**config.mk**
```make
export PLATFORM = sky130hd
export DESIGN_NAME = spike_encoder
export DESIGN_NICKNAME = d
export VERILOG_FILES = /design/src/rtl/spike_encoder_pkg.sv /design/src/rtl/intensity_to_spike.sv /design/src/rtl/spike_encoder.sv
export SDC_FILE = /design/constraint.sdc
export NUM_CORES = 1
export LEC_CHECK = 0
export CAP_MARGIN = 10
export CORE_ASPECT_RATIO = 1.5
export CORE_MARGIN = 5
export CORE_UTILIZATION = 55
export CTS_CLUSTER_SIZE = 14
export DETAILED_ROUTE_END_ITERATION = 10
export PLACE_DENSITY = 0.84
export SLEW_MARGIN = 10
export SYNTH_ARGS = -nofsm -noshare
export SYNTH_HDL_FRONTEND = slang
export SYNTH_SLANG_ARGS = --single-unit
```
**constraint.sdc**
```tcl
create_clock -name clk -period 2.15 [get_ports clk]
set_input_delay 0.43 -clock clk [delete_from_list [all_inputs] [get_ports clk]]
set_output_delay 0.43 -clock clk [all_outputs]
set_load 0.01 [all_outputs]
```
**src/rtl/spike_encoder_pkg.sv**
```systemverilog
// Time-base defines and spike-time type shared by the encoder and the downstream layer.
`ifndef INTERNAL_DEFINES_SVH
`define INTERNAL_DEFINES_SVH
`define LOG_TIME_PERIOD 3
`define TIME_PERIOD 8
`define NUM_SPIKES 4
`endif

package spike_encoder_pkg;

   localparam int unsigned TIME_W = `LOG_TIME_PERIOD + 1;

   typedef struct packed {
      logic                        no_spike;
      logic [`LOG_TIME_PERIOD-1:0] t;
   } spike_t;

   localparam spike_t NO_SPIKE = '{no_spike: 1'b1, t: '0};

   localparam logic [0:0] FILLING = 1'b0;
   localparam logic [0:0] FULL    = 1'b1;
   localparam logic [0:0] IDLE    = 1'b0;
   localparam logic [0:0] ACTIVE  = 1'b1;

endpackage

```
**src/rtl/intensity_to_spike.sv**
```systemverilog
// Maps a pixel intensity to a spike time: brighter pixels fire earlier, dim ones not at all.
module intensity_to_spike
   import spike_encoder_pkg::*;
#(
   parameter int PIX_BITS   = 8,
   parameter int PIX_THRESH = 16
) (
   input  logic [PIX_BITS-1:0] pix,
   output spike_t              spike
);

   localparam int LTP = `LOG_TIME_PERIOD;

   logic [PIX_BITS-1:0] inv;

   always_comb begin
      inv   = ~pix;
      spike = NO_SPIKE;
      if (32'(pix) >= PIX_THRESH) begin
         spike.no_spike = 1'b0;
         spike.t        = LTP'(inv >> (PIX_BITS - LTP));
      end
   end

endmodule

```
**src/rtl/spike_encoder.sv**
```systemverilog
// Double-buffered pixel-to-spike-time encoder: one frame fills while the previous one is presented.
//
// FSM       | state   | meaning
// fill      | FILLING | accepting pixels into the fill buffer, pix_ready=1
// fill      | FULL    | fill buffer holds a complete frame, waiting for period end
// present   | IDLE    | spike_times is all no-spike, frame_active=0
// present   | ACTIVE  | spike_times holds a captured frame, frame_active=1
module spike_encoder
   import spike_encoder_pkg::*;
#(
   parameter int PIX_BITS   = 8,
   parameter int PIX_THRESH = 16
) (
   input  logic                             clk,
   input  logic                             rst_l,
   input  logic                             pix_valid,
   output logic                             pix_ready,
   input  logic [PIX_BITS-1:0]              pix_data,
   input  logic                             enable,
   output logic [`LOG_TIME_PERIOD:0]        time_val,
   output spike_t [`NUM_SPIKES-1:0]         spike_times,
   output logic                             frame_active,
   output logic                             period_done
);

   localparam int NS    = `NUM_SPIKES;
   localparam int IDX_W = (NS > 1) ? $clog2(NS) : 1;
   localparam logic [IDX_W-1:0]  LAST_IDX = IDX_W'(NS - 1);
   localparam logic [TIME_W-1:0] LAST_T   = TIME_W'(`TIME_PERIOD - 1);

   logic [0:0]          fill_state;
   logic [0:0]          present_state;
   logic [IDX_W-1:0]    fill_idx;
   spike_t [NS-1:0]     fill_buf;
   spike_t              enc;
   logic                accept;
   logic                handover;

   intensity_to_spike #(
      .PIX_BITS   (PIX_BITS),
      .PIX_THRESH (PIX_THRESH)
   ) u_conv (
      .pix   (pix_data),
      .spike (enc)
   );

   assign pix_ready    = (fill_state == FILLING);
   assign accept       = pix_valid && pix_ready;
   assign period_done  = enable && (time_val == LAST_T);
   assign handover     = period_done && (fill_state == FULL);
   assign frame_active = (present_state == ACTIVE);

   always_ff @(posedge clk or negedge rst_l) begin
      if (!rst_l) begin
         time_val <= '0;
      end else if (enable) begin
         if (time_val == LAST_T) time_val <= '0;
         else                    time_val <= time_val + 1'b1;
      end
   end

   always_ff @(posedge clk or negedge rst_l) begin
      if (!rst_l) begin
         fill_state <= FILLING;
         fill_idx   <= '0;
         for (int i = 0; i < NS; i++) fill_buf[i] <= NO_SPIKE;
      end else if (handover) begin
         fill_state <= FILLING;
         fill_idx   <= '0;
      end else if (accept) begin
         fill_buf[fill_idx] <= enc;
         if (fill_idx == LAST_IDX) begin
            fill_state <= FULL;
            fill_idx   <= '0;
         end else begin
            fill_idx <= fill_idx + 1'b1;
         end
      end
   end

   // The presented frame only ever changes at a period boundary, so it is stable for a whole period.
   always_ff @(posedge clk or negedge rst_l) begin
      if (!rst_l) begin
         present_state <= IDLE;
         for (int i = 0; i < NS; i++) spike_times[i] <= NO_SPIKE;
      end else if (period_done) begin
         if (fill_state == FULL) begin
            present_state <= ACTIVE;
            spike_times   <= fill_buf;
         end else begin
            present_state <= IDLE;
            for (int i = 0; i < NS; i++) spike_times[i] <= NO_SPIKE;
         end
      end
   end

endmodule

```
## Yosys cells after proc, flatten, opt, wreduce, memory -nomap -nowiden

Cells that the tools add are included.

- Flip-flop bits (word level): 40
- Output and inout bits: 23

- $add $sub $neg: 2
- $lt $le $gt $ge: 3
- Equality and inequality tests: 2
- Multiplexer cells: 13
- Bitwise logic cells: 3
- Reduce and logical (&&, ||, !) cells: 8

Operators with widths:

| operator | number |
|---|---|
| bitwise mux 16 bit | 1 |
| 2-to-1 mux 16 bit | 1 |
| 2-to-1 mux 4 bit | 3 |
| demux 4 bit (select 2 bit) | 1 |
| greater-or-equal comparator 8 x 5 -> 1 bit (second input constant) | 1 |
| NOT 8 bit | 1 |
| 2-to-1 mux 2 bit | 3 |
| adder 4 x 1 -> 4 bit (second input constant) | 1 |
| equality test 4 x 3 -> 1 bit (second input constant) | 1 |
| logical AND 1 bit | 4 |
| 2-to-1 mux 1 bit | 4 |
| AND reduction 2 bit | 2 |
| nonzero test 2 bit | 2 |
| < comparator 2 x 3 -> 1 bit (second input constant) | 1 |
| adder 2 x 1 -> 2 bit (second input constant) | 1 |
| equality test 2 bit (second input constant) | 1 |
| greater-or-equal comparator 2 x 1 -> 1 bit (second input constant) | 1 |
| NOT 1 bit | 2 |

## Depth between registers and ports, before layout

- Word-level depth: 5
- Depth in mapped cells: 5
- Mapped depth without buffers: 4

## Hierarchy

A second synthesis with hierarchy kept.

- Cell total of the unflattened synthesis: 141
- Area, all modules: 1,809.2 um^2

Modules (own cells, without submodules):

| module | times used | cells each | area each (um^2) | seq. area each (um^2) |
|---|---|---|---|---|
| spike_encoder | 1 | 134 | 1,770.4 | 1,011.0 |
| intensity_to_spike | 1 | 7 | 38.8 | 0.0 |

## Least setup slack after synthesis

No wires, ideal clock.

- Path type: register to output
- Start point: register time_val[0]
- End point: output period_done
- Arrival: 1.113 ns
- Data required time: 1.720 ns
- Setup slack: 0.607 ns
- Cell stages (with the launch flop): 5
- Buffers on the path: 1
- Cell sequence: dfrtp_1 -> ha_1 -> nand4b_4 -> inv_4 -> buf_8

- Cells in the longest elaborated chain, start to end: 2

Ends and longest elaborated chain:

| item | RTL line | source |
|---|---|---|
| start: declaration | spike_encoder.sv:20 | `` output logic [`LOG_TIME_PERIOD:0] time_val, `` |
| start signal: assignment | spike_encoder.sv:58 | `else time_val <= time_val + 1'b1;` |
| equality test 4 x 3 -> 1 bit | spike_encoder.sv:49 | `assign period_done = enable && (time_val == LAST_T);` |
| logical AND 1 bit | spike_encoder.sv:49 |  |
| end: declaration | spike_encoder.sv:23 | `output logic period_done` |

No other way between the ends.

## Worst setup path in the final report

- Start point: register time_val[1]
- End point: output period_done

Same word-level chain as after synthesis.

==> PnR_summary.wiki <==
{| class="wikitable"
! Metric !! Value
|-
| Total global-route track usage || 18.0%
|-
| DR WL/cell || 15.2 um
|-
| Area taken by multi-input logic gates || 769 um^2
|-
| Global route overflow || 0
|-
| Post-synthesis net count || 171
|-
| Worst relative slew slack || 60.9%
|-
| Die outline width || 57.7 um
|-
| Number of maximum-capacitance violations || 0
|-
| Worst-case register-to-register setup slack || 590 ps
|-
| Asr flop ratio synth || 100%
|-
| Layout Area Growth over Synthesis || 25.5%
|-
| Number of pins with negative max-slew slack in the final report || 0
|-
| Number of clock sinks seen by CTS || 40
|-
| Count of synthesis-stage warnings from yosys || 0
|-
| First-pass GRT wire length || 6440 um
|-
| Total routed wirelength || 3610 um
|-
| CP cell instances || ha_4 > nand4b_4 > inv_4 > clkdlybuf4s50_1
|-
| Via count of the first global-routing pass || 1324
|-
| Crit path max-delay family || buffers and inverters
|-
| Setup total negative slack || 0 ps
|-
| Power Dens Cells || 1380 nW/um^2
|-
| Cell type with the highest aggregate area in the netlist || sky130_fd_sc_hd__dfrtp_1
|-
| Post-synth design cell area || 1870 um^2
|-
| Share of cells above drive strength 1 || 20.0%
|-
| Count of flip-flops with a built-in enable after synthesis || 0
|-
| Data arrival at the endpoint of the critical path || 1630 ps
|-
| Share of synthesized area occupied by flip-flops and latches || 54.0%
|-
| Ant. Diodes || 0
|-
| Number of buffers and inverters on the critical path || 2
|-
| Most numerous cell types in the synthesized netlist || sky130_fd_sc_hd__dfrtp_1, sky130_fd_sc_hd__inv_1, sky130_fd_sc_hd__nand2_1, sky130_fd_sc_hd__mux2i_1, sky130_fd_sc_hd__nor2b_1
|-
| Initial DRT Pass Iterations || 5
|-
| Antenna violations before repair || 0
|-
| I/O pin cnt || 35
|-
| Setup Buffers After CTS || 0
|-
| FILL cells || 245
|-
| Seq. cell area || 1010 um^2
|-
| Initial core utilization || 55.9%
|-
| Largest vdd supply drop || 0.000858 V
|-
| Skew-Pair Late Insertion Delay || 290 ps
|-
| Post-detailed-placement half-perimeter wirelength || 2680 um
|-
| Root cell of the clock tree || sky130_fd_sc_hd__clkbuf_8
|-
| R2R Path End || spike_times[11]
|-
| Number of hold violations in the final report || 0
|-
| #FFs+latches synth || 40
|-
| TritonCTS Buffers || 5
|-
| Mean cell area of the mapped netlist || 12.2 um^2
|-
| Cts hold-fix bufs || 0
|-
| Number of nets with antenna violations after routing || 0
|-
| Placeable Area || 3350 um^2
|-
| Final worst-path cycle share || 95.9%
|-
| Number of distinct library cells after synthesis || 27
|-
| CP max-delay cell || sky130_fd_sc_hd__clkdlybuf4s50_1
|-
| Outcome || finished, final reports clean
|-
| Power after layout || 3.24 mW
|-
| Max Freq || 485 MHz
|-
| Final weighted congestion of routability-driven global placement || 0.859
|-
| Largest stage delay on the critical path || 530 ps
|-
| R2R depth || 5
|-
| Dominant register cell in the synthesized netlist || sky130_fd_sc_hd__dfrtp_1
|-
| Post-layout min period || 2060 ps
|-
| Drc violations || 0
|-
| Worst setup path category || reg -> out
|-
| CP Capture Type || primary output
|-
| Worst Max-Slew Pin Slew || 586 ps
|-
| Clock Skew || 7.75 ps
|-
| Max Root-Sink Buffers || 2
|-
| Count of nets after finishing || 211
|-
| Clock-pin slew reported for the worst setup and hold paths after clock tree synthesis || 80 ps
|-
| Clock tree from TritonCTS || yes
|-
| Most frequently used cell type in the post-synthesis netlist || sky130_fd_sc_hd__dfrtp_1
|-
| Average vias per placed instance || 5.36
|-
| Count of input and output buffers || 30
|-
| Data required time of the worst path || 1720 ps
|-
| Type of the most critical hold path || in -> async
|-
| Crit-path max FO || 4
|-
| Number of rows created at floorplan || 26
|-
| Synth Instances || 154
|-
| Largest cells by area after synthesis || sky130_fd_sc_hd__dfrtp_1, sky130_fd_sc_hd__dfstp_2, sky130_fd_sc_hd__mux2i_1
|-
| Number of DRC violations after detailed-routing iteration 0 || 30
|-
| Top cell type's share of synthesized area || 42.8%
|-
| Overall die area || 4700 um^2
|-
| Final setup violating endpoints || 0
|-
| Critical path startpoint category || flop
|-
| H-tree depth reported by CTS || 2
|-
| Via count || 1271
|-
| Largest net degree at the start of global routing || 28
|-
| Total number of cells along the worst setup path || 4
|-
| Die height || 81.5 um
|-
| Beginning of the worst register-to-register path || time_val[1]
|-
| Unrepaired setup endpoints after global routing || false
|-
| Leak pwr || 1.01 nW
|}
[layout make-up]
| cell class | instances | share of cell area (%) |
|---|---|---|
| clock buffer | 8 | 4.26 |
| sequential | 40 | 43.1 |
| tap | 42 | 2.24 |
| multi-input combinational | 93 | 32.7 |
| inverter | 16 | 2.66 |
| timing repair buffer | 38 | 15.1 |
[cells by family (layout without fill, tap and decap cells)]
logic type                 Yosys count  after routing  share of synthesized area [%]
AOI/OAI and AO/OA                   16             16                           7.82
xor gates and xnor gates             1              1                          0.468
adders and majority gates            5              5                           3.34
buffers and inverters               21             62                           5.61
DFF                                 40             40                           54.0
muxes                               24             24                           13.6
and+or+nand+nor                     47             47                           15.2
[worst register-to-register path, delay by kind of cell (launching register included)]
kind          cells  cell delay, ps
buf+inv           2             360
fa+ha+maj         1             190
simple gates      1             120
mux               1             390
flops             1             430
[timing repair]
| action | CTS | global route |
|---|---|---|
| endpoints found under the hold margin | 0 | 0 |
| setup endpoints to repair | 1 | 1 |
| gates resized for setup | 2 | 2 |
[routing by layer]
metal,GRT usage (%),share of wire [%],vias up
li1,-,-,608
met3,5.03,5.3,6
met2,28.7,51,34
met4,9.05,1.7,0
met5,0,0,-
met1,22.2,42,623
[sequential cells by signal, indices dropped and copies added, names as in the netlist]
name,cells
fill_state,1
fill_idx,2
frame_active,1
time_val,4
spike_times,16
fill_buf,16
[worst max path at each step]
stage,startpoint,end
finish,time_val[1],period_done
global route,time_val[1],period_done
CTS,time_val[0],period_done
detailed placement,enable,period_done
global placement,enable,period_done
floorplan,time_val[0],period_done
[where the power goes]
part,total (mW),switching (mW),internal [mW]
clock network,0.534,0.241,0.293
logic,1.35,0.575,0.773
registers,1.35,0.222,1.13
total,3.24,1.04,2.20
[per-stage QoR]
step | hold slack [ps] | setup slack [ps] | instance area [um^2] | instances | util (%)
final | 131 | 89.1 | 2350 | 237 | 70.2
after global routing | 172 | 7.35 | 2350 | 237 | 70.2
after CTS | 154 | 2.26 | 2340 | 237 | 69.8
after detailed placement | 466 | 5.35 | 2240 | 229 | 66.8
after global placement | 449 | 19.1 | 2240 | 229 | 66.8
after floorplan | 134 | 607 | 1870 | 154 | -
[placed cells by master (no fill, tap or decap), drive strengths merged, types with 5 or more instances in the layout]
cell	instances
dfrtp	32
clkdlybuf4s50	28
inv	16
nand2	14
nor2b	13
mux2i	13
a32o	12
mux2	11
buf	9
dfstp	8
clkbuf	8
nand2b	6
ha	5
Power figures use the tool's default switching activity.
